==> config.mk <==
export PLATFORM = sky130hd
export DESIGN_NAME = csa_merge_adder
export DESIGN_NICKNAME = d
export VERILOG_FILES = /design/src/rtl/csa_merge_adder.sv
export SDC_FILE = /design/constraint.sdc
export NUM_CORES = 2
export LEC_CHECK = 0
export ABC_CLOCK_PERIOD_IN_PS = 2950
export BUFFER_PORTS_ARGS = -buffer_cell sky130_fd_sc_hd__clkbuf_2
export CAP_MARGIN = 20
export CORE_AREA = 4 4 338 340
export DETAILED_ROUTE_END_ITERATION = 16
export DIE_AREA = 0 0 342 344
export GPL_ROUTABILITY_DRIVEN = 0
export SLEW_MARGIN = 0
export SYNTH_ARGS = -nofsm -noshare
export SYNTH_HDL_FRONTEND = slang
export SYNTH_SLANG_ARGS = --single-unit
==> constraint.sdc <==
create_clock -name clk -period 2.95 [get_ports clk]
set_input_delay 0.295 -clock clk [delete_from_list [all_inputs] [get_ports clk]]
set_output_delay 0.295 -clock clk [all_outputs]
set_load 0.01 [all_outputs]
==> src/rtl/csa_merge_adder.sv <==
// Sequential final carry-propagate adder: resolves CSA sum/carry vectors one CHUNK slice per cycle.
// Optional early termination when the remaining operand bits and carry are all zero: CSA_MERGE_EARLY_EN.
module csa_merge_adder #(
    parameter int WIDTH = 288,
    parameter int CHUNK = 32
) (
    input  logic             clk,
    input  logic             rst_n,
    input  logic             in_valid,
    output logic             in_ready,
    input  logic [WIDTH-1:0] sum_in,
    input  logic [WIDTH-1:0] carry_in,
    output logic             out_valid,
    input  logic             out_ready,
    output logic [WIDTH:0]   result
);

    localparam int NCHUNK = WIDTH / CHUNK;
    localparam int KW     = (NCHUNK > 1) ? $clog2(NCHUNK + 1) : 1;
    localparam int OW     = $clog2(WIDTH + 1);
    localparam logic [KW-1:0] LAST_K = KW'(NCHUNK - 1);

    typedef enum logic [1:0] {
        IDLE,
        ADD,
        DONE
    } state_t;

    state_t           state_q, state_d;
    logic [WIDTH-1:0] s_q, c_q;
    logic [WIDTH:0]   result_q;
    logic [KW-1:0]    k_q;
    logic             cy_q;

    logic             accept;
    logic             last;
    logic             skip;
    logic [CHUNK:0]   slice;
    logic [OW-1:0]    base;

    // Operands are shifted down one slice per ADD cycle, so the low CHUNK bits
    // are always the current slice and the registers hold exactly s[WIDTH-1:k*CHUNK].
    assign slice  = {1'b0, s_q[CHUNK-1:0]} + {1'b0, c_q[CHUNK-1:0]} + {{CHUNK{1'b0}}, cy_q};
    assign base   = OW'(int'(k_q) * CHUNK);
    assign last   = (k_q == LAST_K);
    assign accept = in_valid && (state_q == IDLE);

`ifdef CSA_MERGE_EARLY_EN
    assign skip = (s_q == '0) && (c_q == '0) && !cy_q;
`else
    assign skip = 1'b0;
`endif

    always_comb begin
        // NOTE: every output of this block gets a default first so no path leaves
        // a signal unassigned, which would otherwise infer a latch.
        state_d   = state_q;
        in_ready  = 1'b0;
        out_valid = 1'b0;
        case (state_q)
            IDLE: begin
                in_ready = 1'b1;
                if (in_valid) state_d = ADD;
            end
            ADD: begin
                if (skip || last) state_d = DONE;
            end
            DONE: begin
                out_valid = 1'b1;
                if (out_ready) state_d = IDLE;
            end
            default: state_d = IDLE;
        endcase
    end

    // NOTE: sequential state uses non-blocking assignments so every register
    // samples pre-edge values regardless of statement order.
    always_ff @(posedge clk or negedge rst_n) begin
        if (!rst_n) state_q <= IDLE;
        else        state_q <= state_d;
    end

    always_ff @(posedge clk or negedge rst_n) begin
        if (!rst_n) begin
            s_q      <= '0;
            c_q      <= '0;
            result_q <= '0;
            k_q      <= '0;
            cy_q     <= 1'b0;
        end else if (accept) begin
            s_q      <= sum_in;
            c_q      <= carry_in;
            result_q <= '0;
            k_q      <= '0;
            cy_q     <= 1'b0;
        end else if (state_q == ADD && !skip) begin
            result_q[base +: CHUNK] <= slice[CHUNK-1:0];
            if (last) result_q[WIDTH] <= slice[CHUNK];
            cy_q <= slice[CHUNK];
            s_q  <= s_q >> CHUNK;
            c_q  <= c_q >> CHUNK;
            k_q  <= k_q + 1'b1;
        end
    end

    assign result = result_q;

endmodule

==> metrics.md <==
| Metric | Value |
|---|---|
| FILL cells | `10,424` |
| Wire per inst | `21.51 um` |
| Fin. Hold Viols | `0` |
| Finished Core Util | `0.4817` |
| Post-synth ARST share | `1.000` |
| Arr. time, crit path | `3.31 ns` |
| CP startpoint kind | `register` |
| Top cell type's share of synthesized area | `0.5736` |
| Die ar. | `117,600 um^2` |
| Initial DRT Pass Iterations | `9` |
| DP Worst Slack | `-0.03348 ns` |
| Max-slew violations | `0` |
| Vias in the first global route | `36,809` |
| Area Growth Syn to Fin | `41.28%` |
| CP Capture Type | `register` |
| Clk_lat worst skew | `0.70 ns` |
| Crit Path Class | `register to register` |
| IO Count | `871` |
| Worst Tran Pin Value | `0.9887 ns` |
| Fmax | `0.3572 GHz` |
| Top cell type by total area after synthesis | `dfrtp_1` |
| Initial drt markers | `2,728` |
| Leakage | `25.63 nW` |
| Root Buffer Master | `clkbuf_16` |
| Avg Inst Size Synth | `8.842 um^2` |
| Via Count | `37,639` |
| Outcome | `complete, no violations` |
| Final min period | `2.800 ns` |
| Final setup vio count | `0` |
| Mapped Cells | `4,303` |
| Maxcap violations | `0` |
| Most used DFF post-synth | `dfrtp_1` |
| Clock transition at path regs | `0.06 ns` |
| Worst Path Required | `3.46 ns` |
| Routed WL | `156.9 mm` |
| Post-synthesis cell type count | `73` |
| H-tree levels | `3` |
| DRC | `0` |
| Area of the core | `111,600 um^2` |
| Total clock sinks | `872` |
| Tcrit/Tclk final | `0.9490` |
| Worst vdd ir | `926.4 uV` |
| Clk_skew | `0.04492 ns` |
| Nets | `6,273` |
| Gr busiest metal | `met2` |
| Ranking of synthesized cells by area | `dfrtp_1, nand2_1, a31oi_1` |
| Share of the yosys chip area belonging to registers | `0.5736` |
| Met3 usage | `0.05563` |
| Initial Util | `0.3410` |
| Ratio of cells with drive above 1 in the final layout | `0.2138` |
| Syn nets | `4,920` |
| Clock buffer depth | `3` |
| Worst min path class | `input pin to register` |
| Largest net degree at the start of global routing | `197` |
| Register bit total from synthesis | `872` |
| DP HPWL | `108.4 mm` |
| Buffers on Ports | `870` |
| GRT overflow | `0` |
| Met1 usage | `0.3183` |
| Die width | `342 um` |
| PwrDens | `1149 nW/um^2` |
| Worst-path fanout max | `9` |
| Row count | `123` |
| TritonCTS clock tree | `built` |
| Post-synth EDFFs | `0` |
| First-pass GRT wire length | `230.7 mm` |
| Total CTS buffers | `98` |
| YS warnings | `0` |
| Final ANT Viol Nets | `0` |
| Max_slew headroom | `0.3409` |
| DR vias/cell | `5.160` |
| Tot GR Track Use | `0.2564` |
| Setup slack after layout | `0.1504 ns` |
| Syn Std Cell Area | `38,050 um^2` |
| Met2 Use GR | `0.4245` |
| Initial antenna violation count | `51` |
| Die H | `344 um` |
==> placed cells by master (no fill, tap or decap), types with 4 or more instances in the layout <==
cell type      instances
a21oi_2                8
ha_1                  35
clkbuf_1              20
xnor2_2                5
nor3_1                14
clkbuf_2             869
a21o_1                 7
o31ai_1                6
clkinv_2              15
clkinv_4               4
clkbuf_8              26
o21ai_0              335
xor2_1                10
and3_1                 4
xor2_2                 5
dfrtp_1              872
diode_2               56
buf_12                37
and2_1                 4
clkinvlp_4             7
or2_2                  4
nand4_1               13
a22oi_1               99
nand2_1             1330
xnor2_1                9
nand3_1              169
a21oi_1               56
clkbuf_16            100
dlygate4sd3_1        573
o21ai_1               25
nor2_1               462
inv_1                 13
buf_4                 94
a31oi_1              416
==> cell type report <==
| cell class | instances | area [um^2] | share of cell area |
|---|---|---|---|
| multi-input cells | 3093 | 14950 | 0.2781 |
| inverters | 13 | 48.80 | 0.0009078 |
| clock inverters | 37 | 402.9 | 0.007495 |
| flip-flops and latches | 872 | 21820 | 0.4060 |
| well taps | 1500 | 1877 | 0.03492 |
| clock buffers | 146 | 2935 | 0.05461 |
| repair buffers | 1578 | 11580 | 0.2154 |
| diodes | 56 | 140.1 | 0.002607 |
==> synth_stat cells, drive strengths merged (5+ instances only) <==
master,count
nand2,1335
dfrtp,872
nor2,466
a31oi,418
o21ai,360
clkbuf,266
nand3,172
a22oi,99
a21oi,67
buf,58
ha,35
nor3,15
xor2,15
xnor2,14
inv,13
nand4,13
a21o,9
o31ai,7
or2,7
and2,5
==> state kept, by name (all words and copies together) (netlist names) <==
signal and flops:
c_q 288, k_q 4, s_q 288, result 289, cy_q 1, state_q 2
==> metal layers <==
metal	vias to the layer above	routed length (um)
li1	17395	-
met4	12	8860
met1	18112	62130
met3	426	11000
met2	1694	74860
met5	-	85
==> logic make-up after synthesis <==
| family | Yosys count | synth area share |
|---|---|---|
| XOR/XNOR | 29 | 0.007268 |
| AND/OR/NAND/NOR | 2035 | 0.2112 |
| buffers and inverters | 338 | 0.03785 |
| flip-flops | 872 | 0.5736 |
| multiplexers | 1 | 0.0002631 |
| AO/OA/AOI/OAI | 991 | 0.1573 |
| adder cells (fa/ha/maj) | 37 | 0.01256 |
==> power by group <==
group          leakage (nW)  internal, mW  switching [mW]
Combinational          12.8          10.1            18.9
Sequential             11.2          16.9            3.35
Clock                  1.63          7.21            5.33
Total                  25.6          34.2            27.6
==> worst paths after layout <==
check / start / end / slack [ns] / cells past startpoint
worst max register to register: c_q[15]$_DFFE_PN0P_ / result[26]$_DFFE_PN0P_ / 0.15 / 10
worst min-delay path: carry_in[5] / c_q[5]$_DFFE_PN0P_ / 0.08 / 3
worst max-delay path: c_q[15]$_DFFE_PN0P_ / result[26]$_DFFE_PN0P_ / 0.15 / 10
max in group asynchronous: rst_n / state_q[0]$_DFFE_PN0P_ / 1.79 / 3
min in group asynchronous: rst_n / result[287]$_DFFE_PN0P_ / 0.21 / 2
worst min register to register: s_q[150]$_DFFE_PN0P_ / s_q[150]$_DFFE_PN0P_ / 0.47 / 2
==> critical path, cell delays in order, from the launching register on <==
cell	delay, ns
dfrtp_1	0.46
ha_1	0.45
nand2_1	0.17
nor2_1	0.40
a21oi_1	0.18
nor3_1	0.16
o21ai_0	0.11
a31o_2	0.28
o311ai_2	0.07
buf_4	0.24
o21ai_0	0.11
==> through the flow <==
step	cell area [um^2]	hold WS (ns)	TNS [ns]	power, mW	instances
3_5_place_dp	44460	0.3275	-0.2258	48.36	6481
4_1_cts	53550	0.01338	0	61.73	7237
5_1_grt	53690	0.02116	-0.01168	65.85	7272
2_1_floorplan	38050	-0.0005911	0	35.07	4303
6_report	53750	0.07897	0	61.77	7295
3_3_place_gp	44460	0.3289	-0.2024	47.82	6481
==> repair_timing <==
action | CTS | global route
gates resized for setup | 3 | 13
gates cloned | 0 | 2
buffers inserted | 0 | 0
setup endpoints to repair | 23 | 50
hold buffers | 573 | 0
endpoints found under the hold margin | 605 | 0
Power figures use the tool's default switching activity.
